[config.mk]
export PLATFORM = sky130hd
export DESIGN_NAME = uart_tx_frame
export DESIGN_NICKNAME = d
export VERILOG_FILES = /design/src/rtl/uart_tx_frame.sv
export SDC_FILE = /design/constraint.sdc
export NUM_CORES = 1
export LEC_CHECK = 0
export CORE_UTILIZATION = 58
export CTS_CLUSTER_DIAMETER = 30
export CTS_CLUSTER_SIZE = 10
export DETAILED_ROUTE_END_ITERATION = 10
export PLACE_DENSITY = 0.84
export SLEW_MARGIN = 20
export SYNTH_ARGS = -nofsm -noshare
export SYNTH_HDL_FRONTEND = slang
export SYNTH_SLANG_ARGS = --single-unit
export TNS_END_PERCENT = 5
[constraint.sdc]
create_clock -name CLK -period 3.5 [get_ports CLK]
set_clock_uncertainty 0.2 [all_clocks]
set_input_delay 0.7 -clock CLK [delete_from_list [all_inputs] [get_ports CLK]]
set_output_delay 0.7 -clock CLK [all_outputs]
set_load 0.03 [all_outputs]
[src/rtl/uart_tx_frame.sv]
// UART transmit engine: start bit, DATA_WIDTH data bits LSB first, optional parity, 1 or 2 stop bits.
// Define UART_TX_HOLD_EN to add a one-word holding register for back-to-back frames.
module uart_tx_frame #(
  parameter int DATA_WIDTH = 8,
  parameter int PRESCALE   = 16
) (
  input  logic                  CLK,
  input  logic                  RST,
  input  logic [DATA_WIDTH-1:0] P_DATA,
  input  logic                  Data_Valid,
  output logic                  Ready,
  input  logic                  Parity_Enable,
  input  logic                  Parity_Type,
  input  logic                  Stop_Two,
  output logic                  TX_OUT,
  output logic                  Busy,
  output logic                  Done
);

  localparam int PRE_W = (PRESCALE > 1) ? $clog2(PRESCALE) : 1;
  localparam int BIT_W = (DATA_WIDTH > 1) ? $clog2(DATA_WIDTH) : 1;
  localparam logic [PRE_W-1:0] PRE_LAST = PRE_W'(PRESCALE - 1);
  localparam logic [BIT_W-1:0] BIT_LAST = BIT_W'(DATA_WIDTH - 1);

  typedef enum logic [2:0] {IDLE, START, DATA, PARITY, STOP} state_t;

  state_t                  state_q, state_d;
  logic [PRE_W-1:0]        pre_q, pre_d;
  logic [BIT_W-1:0]        bit_q, bit_d;
  logic [DATA_WIDTH-1:0]   sh_q, sh_d;
  logic                    par_q, par_d;
  logic                    pen_q, pen_d;
  logic                    stop2_q, stop2_d;
  logic                    tx_q, tx_d;
  logic                    busy_q, busy_d;
  logic                    done_q, done_d;

  logic                    accept;
  logic                    start_avail;
  logic                    start_frame;
  logic                    last_tick;
  logic [BIT_W-1:0]        stop_last;
  logic [DATA_WIDTH-1:0]   src_data;
  logic                    src_pen;
  logic                    src_ptype;
  logic                    src_stop2;
  logic                    src_par;

`ifdef UART_TX_HOLD_EN
  logic                    hold_full_q, hold_full_d;
  logic [DATA_WIDTH-1:0]   hold_data_q, hold_data_d;
  logic                    hold_pen_q, hold_pen_d;
  logic                    hold_ptype_q, hold_ptype_d;
  logic                    hold_stop2_q, hold_stop2_d;

  assign Ready       = !hold_full_q;
  assign accept      = Data_Valid && Ready;
  assign start_avail = hold_full_q || accept;
  assign src_data    = hold_full_q ? hold_data_q  : P_DATA;
  assign src_pen     = hold_full_q ? hold_pen_q   : Parity_Enable;
  assign src_ptype   = hold_full_q ? hold_ptype_q : Parity_Type;
  assign src_stop2   = hold_full_q ? hold_stop2_q : Stop_Two;

  // A word accepted on the same edge a frame can start goes straight to the line.
  always_comb begin
    hold_full_d  = hold_full_q;
    hold_data_d  = hold_data_q;
    hold_pen_d   = hold_pen_q;
    hold_ptype_d = hold_ptype_q;
    hold_stop2_d = hold_stop2_q;
    if (accept && !start_frame) begin
      hold_full_d  = 1'b1;
      hold_data_d  = P_DATA;
      hold_pen_d   = Parity_Enable;
      hold_ptype_d = Parity_Type;
      hold_stop2_d = Stop_Two;
    end else if (start_frame && hold_full_q) begin
      hold_full_d  = 1'b0;
    end
  end

  always_ff @(posedge CLK or negedge RST) begin
    if (!RST) hold_full_q <= 1'b0;
    else      hold_full_q <= hold_full_d;
  end

  always_ff @(posedge CLK) begin
    hold_data_q  <= hold_data_d;
    hold_pen_q   <= hold_pen_d;
    hold_ptype_q <= hold_ptype_d;
    hold_stop2_q <= hold_stop2_d;
  end
`else
  assign Ready       = (state_q == IDLE);
  assign accept      = Data_Valid && Ready;
  assign start_avail = accept;
  assign src_data    = P_DATA;
  assign src_pen     = Parity_Enable;
  assign src_ptype   = Parity_Type;
  assign src_stop2   = Stop_Two;
`endif

  assign src_par   = (^src_data) ^ src_ptype;
  assign last_tick = (pre_q == PRE_LAST);
  assign stop_last = BIT_W'(stop2_q);

  always_comb begin
    state_d     = state_q;
    pre_d       = pre_q;
    bit_d       = bit_q;
    sh_d        = sh_q;
    par_d       = par_q;
    pen_d       = pen_q;
    stop2_d     = stop2_q;
    tx_d        = tx_q;
    busy_d      = busy_q;
    start_frame = 1'b0;

    if (state_q != IDLE) pre_d = last_tick ? '0 : pre_q + 1'b1;

    case (state_q)
      IDLE: begin
        tx_d   = 1'b1;
        busy_d = 1'b0;
        if (start_avail) start_frame = 1'b1;
      end
      START: begin
        if (last_tick) begin
          state_d = DATA;
          bit_d   = '0;
          tx_d    = sh_q[0];
          sh_d    = sh_q >> 1;
        end
      end
      DATA: begin
        if (last_tick) begin
          if (bit_q == BIT_LAST) begin
            bit_d   = '0;
            state_d = pen_q ? PARITY : STOP;
            tx_d    = pen_q ? par_q : 1'b1;
          end else begin
            bit_d = bit_q + 1'b1;
            tx_d  = sh_q[0];
            sh_d  = sh_q >> 1;
          end
        end
      end
      PARITY: begin
        if (last_tick) begin
          state_d = STOP;
          bit_d   = '0;
          tx_d    = 1'b1;
        end
      end
      STOP: begin
        // bit_q counts stop bits here.
        if (last_tick) begin
          if (bit_q == stop_last) begin
            state_d = IDLE;
            busy_d  = 1'b0;
            tx_d    = 1'b1;
            if (start_avail) start_frame = 1'b1;
          end else begin
            bit_d = bit_q + 1'b1;
          end
        end
      end
      default: begin
        state_d = IDLE;
        tx_d    = 1'b1;
        busy_d  = 1'b0;
      end
    endcase

    if (start_frame) begin
      state_d = START;
      pre_d   = '0;
      bit_d   = '0;
      sh_d    = src_data;
      par_d   = src_par;
      pen_d   = src_pen;
      stop2_d = src_stop2;
      tx_d    = 1'b0;
      busy_d  = 1'b1;
    end

    // Done is registered, so raise it when the coming cycle is the last of the frame.
    done_d = (state_d == STOP) && (pre_d == PRE_LAST) && (bit_d == BIT_W'(stop2_d));
  end

  always_ff @(posedge CLK or negedge RST) begin
    if (!RST) begin
      state_q <= IDLE;
      pre_q   <= '0;
      bit_q   <= '0;
      pen_q   <= 1'b0;
      stop2_q <= 1'b0;
      tx_q    <= 1'b1;
      busy_q  <= 1'b0;
      done_q  <= 1'b0;
    end else begin
      state_q <= state_d;
      pre_q   <= pre_d;
      bit_q   <= bit_d;
      pen_q   <= pen_d;
      stop2_q <= stop2_d;
      tx_q    <= tx_d;
      busy_q  <= busy_d;
      done_q  <= done_d;
    end
  end

  always_ff @(posedge CLK) begin
    sh_q  <= sh_d;
    par_q <= par_d;
  end

  assign TX_OUT = tx_q;
  assign Busy   = busy_q;
  assign Done   = done_q;

endmodule

==> impl_metrics.xml, run 1 <==
<?xml version="1.0" encoding="UTF-8"?>
<metrics>
  <group name="grt">
    <metric name="vias_in_the_first_global_route" unit="">961</metric>
    <metric name="maximum_number_of_pins_on_one_net_before_global_route_repair" unit="">16</metric>
    <metric name="grt_util_all_layers" unit="%">24.62</metric>
    <metric name="grt_antenna_before_repair" unit="">0</metric>
    <metric name="grt_pass1_wl" unit="um">4629</metric>
    <metric name="globalRoute.totalOverflow" unit="">0</metric>
  </group>
  <group name="power_and_ir_drop">
    <metric name="vdd_drop_max" unit="mV">0.2392</metric>
    <metric name="p_leak" unit="nW">0.6608</metric>
    <metric name="power_density" unit="nW/um^2">281.7</metric>
  </group>
  <group name="cells_and_area">
    <metric name="stdcell_area" unit="sq um">1619</metric>
    <metric name="finalNetCount" unit="">161</metric>
    <metric name="flow.area_growth_from_synthesis" unit="%">13.81</metric>
    <metric name="final_layout_size_suffix_gt1_share" unit="%">14.69</metric>
    <metric name="instances_no_fill" unit="">171</metric>
    <metric name="antenna_cell_count" unit="">0</metric>
  </group>
  <group name="worst_setup_path">
    <metric name="critical_path_cell_count" unit="">3</metric>
    <metric name="worst_path_max_delay_cell" unit="">sky130_fd_sc_hd__clkdlybuf4s50_1</metric>
    <metric name="critical_path_rt" unit="ns">2.60</metric>
    <metric name="timing.critical_path.fanout_max" unit="">15</metric>
    <metric name="worst-r2r-cell-count" unit="">7</metric>
    <metric name="arrival" unit="ns">2.21</metric>
    <metric name="dominant_delay_contributor_by_cell_family_on_the_critical_path" unit="">buffers and inverters</metric>
    <metric name="cpPeakStageDelay" unit="ns">0.67</metric>
    <metric name="critical_path.cell_chain" unit="">or3_1 &gt; clkinv_8 &gt; clkdlybuf4s50_1</metric>
    <metric name="setup.worst_path.class" unit="">reg2out</metric>
    <metric name="endpoint_type_of_the_worst_setup_path" unit="">output pin</metric>
    <metric name="cp.buffers_inverters" unit="">2</metric>
    <metric name="start_kind" unit="">flip-flop</metric>
    <metric name="r2r_setup_slack" unit="ns">1.10</metric>
  </group>
  <group name="timing">
    <metric name="final-setup-viol-count" unit="">0</metric>
    <metric name="setup_tns" unit="ns">0</metric>
    <metric name="timing.final.crit_share" unit="%">88.79</metric>
    <metric name="timing.fmax" unit="MHz">321.8</metric>
    <metric name="rsz0062_at_grt" unit="">false</metric>
    <metric name="maxSlewHeadroom" unit="%">54.20</metric>
    <metric name="hold_viol_final" unit="">0</metric>
    <metric name="tightest_slew" unit="ns">0.6849</metric>
    <metric name="finalWorstPathRequiredPeriod" unit="ns">3.108</metric>
    <metric name="max_slew_vio_count" unit="">0</metric>
    <metric name="final_critical_path_setup_slack" unit="ns">0.3923</metric>
  </group>
  <group name="floorplanning">
    <metric name="dieWidth" unit="um">51.53</metric>
    <metric name="core_footprint" unit="sq um">2255</metric>
    <metric name="dieHeight" unit="um">51.53</metric>
    <metric name="rows" unit="">17</metric>
    <metric name="fp.dieArea" unit="sq um">2655</metric>
    <metric name="floorplan.initialDensity" unit="%">63.10</metric>
    <metric name="count_of_pins_on_the_block_boundary" unit="">18</metric>
  </group>
  <group name="clocking">
    <metric name="cts_tree" unit="">yes</metric>
    <metric name="depth_of_the_cts_h_tree" unit="">1</metric>
    <metric name="post_cts_setup_driven_buffer_insertion_count" unit="">0</metric>
    <metric name="ctsLongestPathBuffers" unit="">2</metric>
    <metric name="cts_inserted_buffers" unit="">3</metric>
    <metric name="cts.sink_count" unit="">24</metric>
    <metric name="cell_at_the_root_of_the_clock_tree" unit="">sky130_fd_sc_hd__clkbuf_4</metric>
    <metric name="resize_count_post_cts" unit="">0</metric>
    <metric name="clk_pin_slew_worst_paths" unit="ns">0.13</metric>
    <metric name="clock_insertion_delay_worst_skew" unit="ns">0.32</metric>
    <metric name="cts_hold_buf" unit="">0</metric>
  </group>
  <group name="synth">
    <metric name="postSynthRegisterBits" unit="">24</metric>
    <metric name="synth_top_cell_by_area" unit="">sky130_fd_sc_hd__dfrtp_1</metric>
    <metric name="synth_area" unit="sq um">1423</metric>
    <metric name="synthesis.nets" unit="">144</metric>
    <metric name="netlist.area_leader.share" unit="%">24.63</metric>
    <metric name="mean_instance_size_in_the_synthesized_netlist" unit="sq um">11.20</metric>
    <metric name="synth_top_cells_by_area" unit="">sky130_fd_sc_hd__dfrtp_1, sky130_fd_sc_hd__edfxtp_1, sky130_fd_sc_hd__mux2_2</metric>
    <metric name="edff_count_synth" unit="">9</metric>
    <metric name="main_synth_ff_type" unit="">sky130_fd_sc_hd__dfrtp_1</metric>
    <metric name="yosysSeqAreaShare" unit="%">45.47</metric>
    <metric name="synth.yosys.warnings" unit="">0</metric>
    <metric name="async_flop_share" unit="%">62.50</metric>
    <metric name="yosys.cell_types.count" unit="">49</metric>
    <metric name="synthCells" unit="">127</metric>
  </group>
  <group name="routing">
    <metric name="residual_drc_count" unit="">0</metric>
    <metric name="total_number_of_vias" unit="">1056</metric>
    <metric name="detail_route.first_pass.iterations" unit="">4</metric>
    <metric name="postRouteWirelength" unit="um">2792</metric>
    <metric name="drt_iter0_markers" unit="">25</metric>
    <metric name="route.detailed.vias_per_inst" unit="">6.175</metric>
    <metric name="ant_nets" unit="">0</metric>
    <metric name="post_drt_wl_per_cell" unit="um">16.33</metric>
  </group>
  <group name="min_path">
    <metric name="holdCritPathClass" unit="">reg2reg</metric>
    <metric name="hold-path-cell-count" unit="">2</metric>
  </group>
  <group name="placed_design">
    <metric name="gp_congestion" unit="">0.9088</metric>
    <metric name="pre_cts_slack" unit="ns">0.7598</metric>
    <metric name="detailed_place_hpwl" unit="um">2118</metric>
    <metric name="place_inst" unit="">167</metric>
    <metric name="buffer_ports.inserted" unit="">17</metric>
    <metric name="placed_area" unit="sq um">1593</metric>
  </group>
  <group name="flow_run">
    <metric name="drv_cap" unit="">0</metric>
  </group>
  <group name="status">
    <metric name="outcome" unit="">finished clean</metric>
  </group>
</metrics>
==> worst paths after layout <==
check                                start          to
worst min register to register      TX_OUT      TX_OUT
worst max-delay path            state_q[2]       Ready
min in group asynchronous              RST    pre_q[2]
worst min-delay path                TX_OUT      TX_OUT
max in group asynchronous              RST  state_q[2]
worst max register to register  state_q[2]        Done
==> area by class of cell <==
| cell class | count | area (sq um) |
|---|---|---|
| clock buffers | 3 | 22.52 |
| clock inverters | 1 | 3.754 |
| fillers | 181 | 635.6 |
| inverters | 5 | 36.28 |
| multi-input cells | 92 | 696.9 |
| flip-flops and latches | 24 | 646.9 |
| well taps | 28 | 35.03 |
| repair buffers | 18 | 177.7 |
==> routing by layer <==
metal | routed length, um | global-route usage (%)
met4 | 44 | 10.81
met1 | 1265 | 34.54
met5 | 0 | 0
met2 | 1357 | 37.23
met3 | 124 | 4.386
==> registers in the layout (all words and copies together) (netlist names) <==
signal	cells
state_q	3
pen_q	1
TX_OUT	1
sh_q	8
bit_q	3
Done	1
pre_q	4
stop2_q	1
par_q	1
Busy	1
==> stage by stage <==
stage | total power [mW] | util [%] | hold slack, ns
5_1_grt | 0.4728 | 71.81 | 0.2964
6_report | 0.4560 | 71.81 | 0.2839
3_3_place_gp | 0.3361 | 70.64 | 0.2604
3_5_place_dp | 0.3374 | 70.64 | 0.2705
4_1_cts | 0.4626 | 71.81 | 0.2895
2_1_floorplan | 0.3157 | - | 0.2044
==> placed cells by master (no fill, tap or decap), types with 3 or more instances in the layout <==
cell / instances
sky130_fd_sc_hd__clkdlybuf4s50_1: 17
sky130_fd_sc_hd__dfrtp_1: 14
sky130_fd_sc_hd__edfxtp_1: 9
sky130_fd_sc_hd__mux2_2: 8
sky130_fd_sc_hd__nand2_1: 7
sky130_fd_sc_hd__xnor2_1: 7
sky130_fd_sc_hd__nand3_1: 6
sky130_fd_sc_hd__a21oi_1: 5
sky130_fd_sc_hd__or3_1: 4
sky130_fd_sc_hd__o21ai_0: 4
sky130_fd_sc_hd__inv_1: 3
sky130_fd_sc_hd__nand3b_1: 3
sky130_fd_sc_hd__nor2_1: 3
sky130_fd_sc_hd__xor2_1: 3
sky130_fd_sc_hd__ha_1: 3
sky130_fd_sc_hd__clkbuf_4: 3
==> logic make-up (layout without fill, tap and decap cells) <==
family	Yosys count	after routing	synth area share (%)
buf+inv	11	27	5.541
simple gates	37	37	14.95
xor+xnor	11	11	7.301
mux	11	11	8.795
compound gates	30	30	15.30
flops	24	24	45.47
fa+ha+maj	3	3	2.639
==> cell usage after synthesis, types with 2 or more instances <==
| library cell | n |
|---|---|
| sky130_fd_sc_hd__xnor2_1 | 7 |
| sky130_fd_sc_hd__a22oi_1 | 2 |
| sky130_fd_sc_hd__nor2b_1 | 2 |
| sky130_fd_sc_hd__or3_1 | 4 |
| sky130_fd_sc_hd__a22o_1 | 2 |
| sky130_fd_sc_hd__and3_1 | 2 |
| sky130_fd_sc_hd__xor2_1 | 3 |
| sky130_fd_sc_hd__o31ai_1 | 2 |
| sky130_fd_sc_hd__edfxtp_1 | 9 |
| sky130_fd_sc_hd__nand2b_1 | 2 |
| sky130_fd_sc_hd__a21o_1 | 2 |
| sky130_fd_sc_hd__clkbuf_1 | 2 |
| sky130_fd_sc_hd__inv_1 | 3 |
| sky130_fd_sc_hd__nor3_1 | 2 |
| sky130_fd_sc_hd__a21oi_1 | 5 |
| sky130_fd_sc_hd__dfrtp_1 | 14 |
| sky130_fd_sc_hd__o22ai_1 | 2 |
| sky130_fd_sc_hd__nand3_1 | 6 |
| sky130_fd_sc_hd__o21ai_0 | 4 |
| sky130_fd_sc_hd__mux2i_1 | 2 |
| sky130_fd_sc_hd__buf_6 | 2 |
| sky130_fd_sc_hd__nor2_1 | 3 |
| sky130_fd_sc_hd__nand4_1 | 2 |
| sky130_fd_sc_hd__nand2_1 | 7 |
| sky130_fd_sc_hd__ha_1 | 3 |
| sky130_fd_sc_hd__nand3b_1 | 3 |
| sky130_fd_sc_hd__mux2_2 | 8 |
==> report_power, final <==
| part | total (mW) | switching [mW] | internal [mW] |
|---|---|---|---|
| registers | 0.292 | 0 | 0.292 |
| clock network | 0.124 | 0.0826 | 0.0418 |
| logic | 0.0399 | 0.0162 | 0.0237 |
==> tightest hold or removal path, cell delays in order, from the launching register on <==
cell	delay (ns)
sky130_fd_sc_hd__dfstp_2	0.39
sky130_fd_sc_hd__nand2_1	0.05
sky130_fd_sc_hd__o31ai_1	0.06
(Power assumes the default switching activity.)
==> inputs of run 2 (changes only) <==
--- a/config.mk
+++ b/config.mk
@@ -10,7 +10,6 @@
 export CTS_CLUSTER_SIZE = 10
 export DETAILED_ROUTE_END_ITERATION = 10
 export PLACE_DENSITY = 0.84
-export SLEW_MARGIN = 20
 export SYNTH_ARGS = -nofsm -noshare
 export SYNTH_HDL_FRONTEND = slang
 export SYNTH_SLANG_ARGS = --single-unit
==> results of run 2 <==
Same layout as run 1: the final DEF is identical, and so are final timing and power.
